--- src/rtl/seg_status_decoder.sv ---
// Fourteen-segment symbol set shared with the display driver, plus the
// receive-side decoder that turns the bus pattern back into a status code
// and polices the driver's transition rules.
package fourteen_segment_display;
    // Bit map: [0]a [1]b [2]c [3]d [4]e [5]f [6]g1 [7]g2
    //          [8]h [9]i [10]j [11]k [12]l [13]m [14]dp
    localparam logic [14:0] SEG_O     = 15'h003F;
    localparam logic [14:0] SEG_C     = 15'h0039;
    localparam logic [14:0] SEG_R     = 15'h10F3;
    localparam logic [14:0] SEG_W     = 15'h2836;
    localparam logic [14:0] SEG_C_DOT = 15'h4039;
    localparam logic [14:0] SEG_W_DOT = 15'h6836;
endpackage

module seg_status_decoder #(
    parameter int ALARM_CNT_W = 8,
    parameter int DWELL_W     = 8
) (
    input  logic                   clk_i,
    input  logic                   rst_ni,
    input  logic [14:0]            seg_i,
    input  logic                   clear_i,
    output logic [2:0]             status_o,
    output logic                   status_valid_o,
    output logic                   alarm_o,
    output logic                   illegal_pattern_o,
    output logic                   illegal_transition_o,
    output logic [ALARM_CNT_W-1:0] alarm_count_o,
    output logic [DWELL_W-1:0]     dwell_o
);
    import fourteen_segment_display::*;

    typedef enum logic [2:0] {
        ST_RESET    = 3'd0,
        ST_COLD     = 3'd1,
        ST_OKAY     = 3'd2,
        ST_WARM     = 3'd3,
        ST_TOO_COLD = 3'd4,
        ST_TOO_WARM = 3'd5,
        ST_UNKNOWN  = 3'd7
    } status_t;

    status_t                r_status;
    logic                   r_valid;
    logic                   r_alarm;
    logic                   r_pat;
    logic                   r_trans;
    logic [ALARM_CNT_W-1:0] r_cnt;
    logic [DWELL_W-1:0]     r_dwell;

    status_t w_new;
    logic    w_legal;
    logic    w_check;
    logic    w_new_alarm;
    logic    w_entry;
    logic    w_same;

    // Exact-match decode of the bus pattern; anything unrecognised is UNKNOWN.
    always_comb begin
        w_new = ST_UNKNOWN;
        case (seg_i)
            SEG_R:     w_new = ST_RESET;
            SEG_C:     w_new = ST_COLD;
            SEG_O:     w_new = ST_OKAY;
            SEG_W:     w_new = ST_WARM;
            SEG_C_DOT: w_new = ST_TOO_COLD;
            SEG_W_DOT: w_new = ST_TOO_WARM;
            default:   w_new = ST_UNKNOWN;
        endcase
    end

    // Allowed successor set of the previous status. RESET is always reachable
    // because the driver's own reset is asynchronous to this bus.
    always_comb begin
        w_legal = 1'b0;
        if (w_new == ST_RESET) begin
            w_legal = 1'b1;
        end else begin
            case (r_status)
                ST_RESET: w_legal = (w_new == ST_COLD) || (w_new == ST_OKAY) || (w_new == ST_WARM);
                ST_COLD:  w_legal = (w_new == ST_COLD) || (w_new == ST_OKAY) || (w_new == ST_WARM)
                                 || (w_new == ST_TOO_COLD);
                ST_OKAY:  w_legal = (w_new == ST_COLD) || (w_new == ST_OKAY) || (w_new == ST_WARM);
                ST_WARM:  w_legal = (w_new == ST_COLD) || (w_new == ST_OKAY) || (w_new == ST_WARM)
                                 || (w_new == ST_TOO_WARM);
                default:  w_legal = 1'b0;
            endcase
        end
    end

    // Transition checking needs a real history on both sides of the edge.
    assign w_check     = r_valid && (r_status != ST_UNKNOWN) && (w_new != ST_UNKNOWN);
    assign w_same      = (w_new == r_status);
    assign w_new_alarm = (w_new == ST_TOO_COLD) || (w_new == ST_TOO_WARM);
    assign w_entry     = w_new_alarm && (!r_valid || !w_same);

    // Status sampling, sticky flags and saturating counters. A clear that
    // coincides with a new event still records that event.
    always_ff @(posedge clk_i or negedge rst_ni) begin
        if (!rst_ni) begin
            r_status <= ST_RESET;
            r_valid  <= 1'b0;
            r_alarm  <= 1'b0;
            r_pat    <= 1'b0;
            r_trans  <= 1'b0;
            r_cnt    <= '0;
            r_dwell  <= '0;
        end else begin
            r_status <= w_new;
            r_valid  <= 1'b1;
            r_alarm  <= w_new_alarm;

            if (w_new == ST_UNKNOWN)    r_pat <= 1'b1;
            else if (clear_i)           r_pat <= 1'b0;

            if (w_check && !w_legal)    r_trans <= 1'b1;
            else if (clear_i)           r_trans <= 1'b0;

            if (clear_i)                r_cnt <= w_entry ? ALARM_CNT_W'(1) : '0;
            else if (w_entry && (r_cnt != '1)) r_cnt <= r_cnt + 1'b1;

            if (r_valid && w_same) begin
                if (r_dwell != '1) r_dwell <= r_dwell + 1'b1;
            end else begin
                r_dwell <= '0;
            end
        end
    end

    assign status_o             = r_status;
    assign status_valid_o       = r_valid;
    assign alarm_o              = r_alarm;
    assign illegal_pattern_o    = r_pat;
    assign illegal_transition_o = r_trans;
    assign alarm_count_o        = r_cnt;
    assign dwell_o              = r_dwell;

endmodule

--- config.mk ---
export PLATFORM = sky130hd
export DESIGN_NAME = seg_status_decoder
export DESIGN_NICKNAME = d
export VERILOG_FILES = /design/src/rtl/seg_status_decoder.sv
export SDC_FILE = /design/constraint.sdc
export NUM_CORES = 1
export LEC_CHECK = 0
export ABC_CLOCK_PERIOD_IN_PS = 5100
export CORE_ASPECT_RATIO = 0.75
export CORE_MARGIN = 2
export CORE_UTILIZATION = 51
export DETAILED_ROUTE_END_ITERATION = 7
export HOLD_SLACK_MARGIN = 0.06
export PLACE_DENSITY = 0.85
export SETUP_SLACK_MARGIN = 0.4
export SLEW_MARGIN = 10
export SYNTH_ARGS = -nofsm -noshare
export SYNTH_HDL_FRONTEND = slang
export SYNTH_SLANG_ARGS = --single-unit
--- constraint.sdc ---
create_clock -name clk_i -period 5.1 [get_ports clk_i]
set_clock_uncertainty 0.2 [all_clocks]
set_input_delay 1.275 -clock clk_i [delete_from_list [all_inputs] [get_ports clk_i]]
set_output_delay 1.275 -clock clk_i [all_outputs]
set_load 0.1 [all_outputs]
---- After elaboration in Yosys (flattened, before gate mapping) ----
Index checks and enable logic that the tools add are counted.
storage, ports and cells
  register bits after elaboration ......... 23
  input port bits ......................... 18
  output and inout port bits .............. 23
  logic and storage cells ................. 62
operators by class
  $add $sub $neg .......................... 2
  equality and inequality tests ........... 21
  muxes and demuxes ....................... 11
  reduce and logical (&&, ||, !) cells .... 21
operator list
  kind                  count
  $mux 8                4
  $eq 15x15->1 const B  2
  $eq 15x6->1 const B   2
  $pmux 3 s6            1
  $add 8x1->8 const B   2
  $ne 8x8->1 const B    2
  $eq 15x13->1 const B  1
  $eq 15x14->1 const B  1
  $eq 3x2->1 const B    4
  $eq 3x3->1 const B    3
  $eq 3x1->1 const B    2
  $logic_and 1x1->1     6
  $logic_not 3->1       2
  $logic_or 1x1->1      6
  $ne 3x3->1 const B    2
  $reduce_bool 2->1     3
  $mux 1                5
  $eq 3x3->1            1
  $logic_not 1->1       3
  $pmux 1 s3            1
  $ne 2x1->1 const B    1
  $reduce_or 2->1       1

---- Longest topological paths before layout ----
Gate-level depths: netlist (run 1).
  word-level depth ........................ 11
  mapped depth ............................ 8
  depth with buffers taken out ............ 8

---- Worst setup path before layout (run 1) ----
No wires, ideal clock.
  path type ............................... input port to flip-flop
  from .................................... input port seg_i[9]
  to ...................................... register r_cnt[5], in the netlist alarm_count_o[5]
  library setup time ...................... 78 ps
  data arrival time ....................... 3,231 ps
  data required time ...................... 4,822 ps
  path slack .............................. 1,591 ps
  cell stages on the path ................. 8
  path buffers ............................ 1
  path through ............................ or3_4 -> or3_4 -> a211oi_4 -> or3_4 -> nand2_2 -> buf_6 -> or4_1 -> a21oi_1
on the way
  longest elaborated chain between the ends .. 8
ends and longest elaborated chain
  element                                     line  RTL
  start, declared                             21    input logic [14:0] seg_i,
  $eq 15x15->1, or another cell as far along  61    case (seg_i)
  $pmux 3 s6 (*)                              61
  $eq 3x3->1                                  93    assign w_same = (w_new == r_status);
  $logic_not 1->1                             95    assign w_entry = w_new_alarm && (!r_valid || !w_same);
  $logic_or 1x1->1                            95
  $logic_and 1x1->1 (*)                       95
  $logic_and 1x1->1 (*)                       120   else if (w_entry && (r_cnt != '1)) r_cnt <= r_cnt + 1'b1;
  $reduce_bool 2->1 (no source line) (*)      -
  end signal, assigned                        119   if (clear_i) r_cnt <= w_entry ? ALARM_CNT_W'(1) : '0;
  end signal, assigned                        120
  end, declared                               48    logic [ALARM_CNT_W-1:0] r_cnt;
Mark *: on every way between the ends. The rest lies on a longest branch, timed or not.
A chain may end at the register's enable or synchronous reset.

---- Worst setup path after layout (run 1) ----
  from .................................... input port seg_i[9]
  to ...................................... register r_dwell[6], in the netlist dwell_o[6]
on the way
  longest elaborated chain between the ends .. 5
ends and longest elaborated chain
  element                                                line  RTL
  $eq 15x15->1, or another cell as far along             61
  $pmux 3 s6 (*)                                         61
  $eq 3x3->1 (*)                                         93
  $logic_and 1x1->1 (*)                                  122   if (r_valid && w_same) begin
  $ne 2x1->1 (no source line) or $mux 8 (tied branches)  -
  end signal, assigned                                   123   if (r_dwell != '1) r_dwell <= r_dwell + 1'b1;
  end, declared                                          49    logic [DWELL_W-1:0] r_dwell;
Marked as above.

==> impl_metrics.env, run 1 <==
export IMPL_avgSynthCellArea_um2=9.22
export IMPL_rows=16
export IMPL_finalHoldViolations=0
export IMPL_outcome="finished clean"
export IMPL_syn_nets=176
export IMPL_num_vias=1399
export IMPL_rsz0062_at_grt="false"
export IMPL_post_route_period_util=0.766
export IMPL_synth_area_um2=1440
export IMPL_seq_area_um2=576
export IMPL_clock_fmax_ghz=0.256
export IMPL_firstDrtPassIters=4
export IMPL_vdd_drop_max_uv=146
export IMPL_hpwl_mm=2.73
export IMPL_period_needed_ps=3910
export IMPL_grt_pass1_vias=1407
export IMPL_finalSetupTns_ps=0
export IMPL_crit_type="in -> reg"
export IMPL_start_util=0.544
export IMPL_crit_path_start_kind="primary input"
export IMPL_fp_dieW_um=65.3
export IMPL_grt_busiest_layer="met2"
export IMPL_hold_depth=2
export IMPL_grt_max_degree=24
export IMPL_fillers=220
export IMPL_ctsResizeCount=0
export IMPL_synth_edf_count=0
export IMPL_die_h_um=50.0
export IMPL_cts_sinks=23
export IMPL_multi_input_area_um2=808
export IMPL_grt_usage=0.241
export IMPL_clk_pin_slew_ps=80
export IMPL_ctsHtreeMaxLevel=1
export IMPL_pwr_density_cell_nw_per_um2=187
export IMPL_root_buffer="clkbuf_8"
export IMPL_met2_usage=0.417
export IMPL_required_ps=5030
export IMPL_maxCapViolCount=0
export IMPL_cp_data_arrival_time_ps=3840
export IMPL_synthArstFlopShare=1.00
export IMPL_slew_headroom=0.316
export IMPL_synth_seq_area_share=0.400
export IMPL_holdBufCountCts=0
export IMPL_cts_tree="done"
export IMPL_gr_usage_met1=0.308
export IMPL_synthFlopType="dfrtp_1"
export IMPL_antenna_found_initial=0
export IMPL_io_buffers=40
export IMPL_clkLatencyLatePin_ps=270
export IMPL_drtIter0Drc=53
export IMPL_die_area_um2=3260
export IMPL_crit_path_end_kind="flop"
export IMPL_setup_violations_final=0
export IMPL_drc=0
export IMPL_syn_inst=156
export IMPL_antenna_cells=0
export IMPL_reg2reg_depth=6
export IMPL_met3_usage=0.0548
export IMPL_grt_overflow_total=0
export IMPL_area_growth_pct=32.8
export IMPL_slew_violations=0
export IMPL_grt_pass1_wl_mm=6.21
export IMPL_wl_per_cell_um=15.2
export IMPL_nets=219
export IMPL_coreArea_um2=2640
export IMPL_synth_seq_cells=23
export IMPL_io_pins=41
export IMPL_gp_congestion=0.892
export IMPL_ant_nets=0
export IMPL_fin_util=0.723
export IMPL_drive_gt1_frac=0.0909
export IMPL_post_cts_buffers=0
export IMPL_hold_class="reg -> reg"
export IMPL_cp_max_fo=8
export IMPL_tightest_slew_ps=1020
export IMPL_yosysWarnings=0
export IMPL_ys_types=47
export IMPL_cts_path_max_buffers=2
export IMPL_finalWirelength_mm=3.56
export IMPL_via_per_inst=5.98
export IMPL_numCtsBuffers=3
export IMPL_leakage_nw=0.769
registers in the layout, indices dropped and copies added, names as in the netlist:
signal and count:
alarm_count_o 8, alarm_o 1, dwell_o 8, illegal_pattern_o 1, illegal_transition_o 1, status_o 3
status_valid_o 1
critical path, stage by stage:
cell,delay [ps]
clkdlybuf4s50_1,400
or3_4,410
nor3_1,370
a31oi_1,160
o21bai_1,360
a211oi_1,130
o211ai_1,600
nor2_1,110
layout make-up:
cell class / instances / area share
flip-flops and latches: 23 / 0.301
clock buffers: 3 / 0.0216
clock inverters: 1 / 0.00262
repair buffers: 40 / 0.210
inverters: 9 / 0.0177
well taps: 36 / 0.0236
multi-input cells: 122 / 0.423
path summary, 6_finish.rpt:
path	start	end	slack, ps
worst max-delay path	seg_i[9]	dwell_o[6]$_DFFE_PN0P_	1190
worst min-delay path	illegal_pattern_o$_DFFE_PN0P_	illegal_pattern_o$_DFFE_PN0P_	350
worst max register to register	alarm_count_o[0]$_DFFE_PN0P_	alarm_count_o[7]$_DFFE_PN0P_	2730
worst min register to register	illegal_pattern_o$_DFFE_PN0P_	illegal_pattern_o$_DFFE_PN0P_	350
max in group asynchronous	rst_ni	alarm_o$_DFF_PN0_	2720
min in group asynchronous	rst_ni	dwell_o[4]$_DFFE_PN0P_	1370
where the power goes:
part	switching, mW	internal [mW]
Sequential	0.00279	0.184
Clock	0.0584	0.0546
Combinational	0.0351	0.0215
synthesized netlist by cell type, types with 2 or more instances:
cell | n | area share
a211oi_1 | 2 | 0.010
a21oi_1 | 10 | 0.035
and3_1 | 6 | 0.026
dfrtp_1 | 23 | 0.40
ha_1 | 2 | 0.017
inv_1 | 9 | 0.023
nand2_1 | 11 | 0.029
nand2_2 | 2 | 0.0087
nand3_1 | 11 | 0.038
nand4_1 | 2 | 0.0087
nand4b_1 | 5 | 0.030
nor2_1 | 12 | 0.031
nor3_1 | 5 | 0.017
o21ai_0 | 10 | 0.035
o31ai_1 | 4 | 0.021
or3_1 | 2 | 0.0087
or3_4 | 4 | 0.031
or4_1 | 4 | 0.021
xnor2_1 | 4 | 0.024
kinds of logic (layout without fill, tap and decap cells):
group,after synthesis,count (layout),share of synthesized area
AND/OR/NAND/NOR,74,74,0.319
AO/OA/AOI/OAI,39,39,0.185
flip-flops,23,23,0.400
buffers and inverters,11,53,0.0374
XOR/XNOR,5,5,0.0305
adder cells (fa/ha/maj),2,2,0.0174
other,1,1,0.00261
multiplexers,1,1,0.00696
metal layers:
metal  share of wire  vias up
li1                -      671
met1            0.42      647
met2            0.50       73
met3           0.070        8
met4           0.011        0
met5               0        -
layout by cell type (no fill, tap or decap), types with 5 or more instances in the layout:
master	count
and3_1	6
dfrtp_1	23
inv_1	9
nor2_1	12
a21oi_1	10
nand2_1	11
nand3_1	11
clkdlybuf4s50_1	40
nand4b_1	5
nor3_1	5
o21ai_0	10
per-stage QoR:
step	hold WS [ps]	setup slack [ps]	cells	cell area [um^2]	total power, mW
floorplan	763	1590	156	1440	0.220
global placement	325	1010	230	1860	0.246
detailed placement	333	948	230	1860	0.248
CTS	347	1210	234	1910	0.360
global route	357	994	234	1910	0.373
finish	347	1190	234	1910	0.357
Note: power is estimated with default switching activity, not from simulation.
==> inputs of run 2 (changes only) <==
Settings changed: ABC_CLOCK_PERIOD_IN_PS 5100 to 3900, CORE_UTILIZATION 51 to 47, PLACE_DENSITY 0.85 to 0.79.
Clock period 5.1 ns to 3.9 ns, I/O delays scaled along.
==> run 2 against run 1 <==
  * Die area increased by 7.9%
  * Final cell count increased by 3.8%
  * Worst hold slack improved by 41 ps
  * Combinational power increased by 33%
  * Critical path depth unchanged
  * Routed wire length increased by 4.1%
  * Via count increased by 4.8%
  * Final area increased by 1.1%
  * Core utilization decreased by 6.5 points
  * Worst setup slack got worse by 720 ps
==> impl_metrics.env, run 2 (same netlist as run 1, synthesis figures left out) <==
export IMPL_leakage_nw=0.864
export IMPL_cp_data_arrival_time_ps=3420
export IMPL_grt_overflow_total=0
export IMPL_firstDrtPassIters=4
export IMPL_holdBufCountCts=0
export IMPL_rows=17
export IMPL_crit_path_start_kind="primary input"
export IMPL_hold_class="reg -> reg"
export IMPL_post_route_period_util=0.879
export IMPL_cts_path_max_buffers=2
export IMPL_cts_sinks=23
export IMPL_setup_violations_final=0
export IMPL_place_area_um2=1830
export IMPL_antenna_cells=0
export IMPL_grt_pass1_vias=1332
export IMPL_maxCapViolCount=0
export IMPL_reg2reg_depth=6
export IMPL_pwr_density_cell_nw_per_um2=243
export IMPL_io_pins=41
export IMPL_placed_cells=235
export IMPL_start_util=0.490
export IMPL_die_h_um=51.9
export IMPL_ctsHtreeMaxLevel=1
export IMPL_root_buffer="clkbuf_8"
export IMPL_slew_headroom=0.313
export IMPL_ant_nets=0
export IMPL_vdd_drop_max_uv=217
export IMPL_area_growth_pct=34.3
export IMPL_drtIter0Drc=83
export IMPL_required_ps=3890
export IMPL_drc=0
export IMPL_fin_cells=243
export IMPL_hold_depth=2
export IMPL_cts_tree="done"
export IMPL_design_area_um2=1930
export IMPL_io_buffers=40
export IMPL_fp_dieW_um=67.9
export IMPL_finalSetupTns_ps=0
export IMPL_grt_usage=0.228
export IMPL_wl_per_cell_um=15.3
export IMPL_final_cell_mix="buf_4, dfrtp_1, clkdlybuf4s50_1"
export IMPL_critPathMaxStageDelay_ps=550
export IMPL_drive_gt1_frac=0.234
export IMPL_coreArea_um2=2940
export IMPL_worstPathCellList="clkdlybuf4s50_1 -> and4bb_1 -> nor4b_4 -> a21o_2 -> nand2_2 -> or4_1 -> or3_1 -> a21oi_1"
export IMPL_clock_fmax_ghz=0.292
export IMPL_outcome="finished clean"
export IMPL_whs_ps=388
export IMPL_grt_max_degree=24
export IMPL_crit_path_end_kind="flop"
export IMPL_hpwl_mm=2.80
export IMPL_final_common_cell="buf_4"
export IMPL_period_needed_ps=3430
export IMPL_slew_violations=0
export IMPL_clk_pin_slew_ps=80
export IMPL_tightest_slew_ps=1030
export IMPL_num_vias=1466
export IMPL_finalWirelength_mm=3.71
export IMPL_nets=226
export IMPL_via_per_inst=6.03
export IMPL_clkLatencyLatePin_ps=270
export IMPL_grt_pass1_wl_mm=5.93
export IMPL_rsz0062_at_grt="true"
export IMPL_finalHoldViolations=0
export IMPL_die_area_um2=3520
export IMPL_cp_slowest_cell="or4_1"
export IMPL_crit_type="in -> reg"
export IMPL_numCtsBuffers=3
export IMPL_cp_max_fo=6
export IMPL_fin_util=0.658
export IMPL_antenna_found_initial=0
export IMPL_gp_congestion=0.888
## run 2: cell count changes in the layout (fill, tap and decap cells not counted)
cell	previous run	this run
clkbuf_1	0	1
buf_4	0	29
o21ai_1	1	0
dlymetal6s2s_1	0	2
o21ai_2	0	1
nor4_2	1	0
nor4_4	0	1
clkdlybuf4s50_1	40	16
nor3_2	0	1
clkinv_2	1	0
nor3_1	5	4
## run 2: what timing repair did
action,CTS,global route
setup buffers,0,4
pin swaps,0,3
hold endpoints to repair,0,0
gates resized for setup,1,4
setup endpoints to repair,1,12
## run 2: metrics by stage
step / worst slack [ps] / power (mW)
finish: 470 / 0.469
global route: 357 / 0.490
CTS: 388 / 0.472
detailed placement: 114 / 0.324
global placement: 164 / 0.322
floorplan: 691 / 0.288
## run 2: final timing paths
path | start | to | slack (ps)
min reg2reg | illegal_pattern_o$_DFFE_PN0P_ | illegal_pattern_o$_DFFE_PN0P_ | 390
max in group asynchronous | rst_ni | illegal_transition_o$_DFFE_PN0P_ | 1810
min in group asynchronous | rst_ni | dwell_o[0]$_DFFE_PN0P_ | 1060
min | illegal_pattern_o$_DFFE_PN0P_ | illegal_pattern_o$_DFFE_PN0P_ | 390
max reg2reg | alarm_count_o[0]$_DFFE_PN0P_ | alarm_count_o[7]$_DFFE_PN0P_ | 1560
max | seg_i[6] | alarm_count_o[7]$_DFFE_PN0P_ | 470
## run 2: power breakdown
group | internal (mW) | switching [mW] | leakage (nW) | total, mW
registers | 0.241 | 0.00360 | 0.296 | 0.245
logic | 0.0282 | 0.0471 | 0.546 | 0.0753
clock network | 0.0731 | 0.0757 | 0.0228 | 0.149
## run 2: cell type report
type	instances	area, um^2
Fill cell	244	1000
Inverter	9	33.8
Tap cell	38	47.5
Sequential cell	23	576
Clock buffer	4	45.0
Multi-Input combinational cell	122	826
Timing Repair Buffer	47	403
## run 2: metal layers
layer  routed length (um)  vias up  GRT usage  part of all wire
met3                  216        4     0.0584             0.058
met1                 1660      731      0.287              0.45
met4                   40        0     0.0700             0.011
met2                 1790       49      0.384              0.48
met5                    0        -          0                 0
li1                     -      682          -                 -
## run 2: worst max-delay path: cells and delay by family
family | cells | cell delay [ps]
simple gates | 5 | 1640
compound gates | 2 | 370
buf+inv | 1 | 430
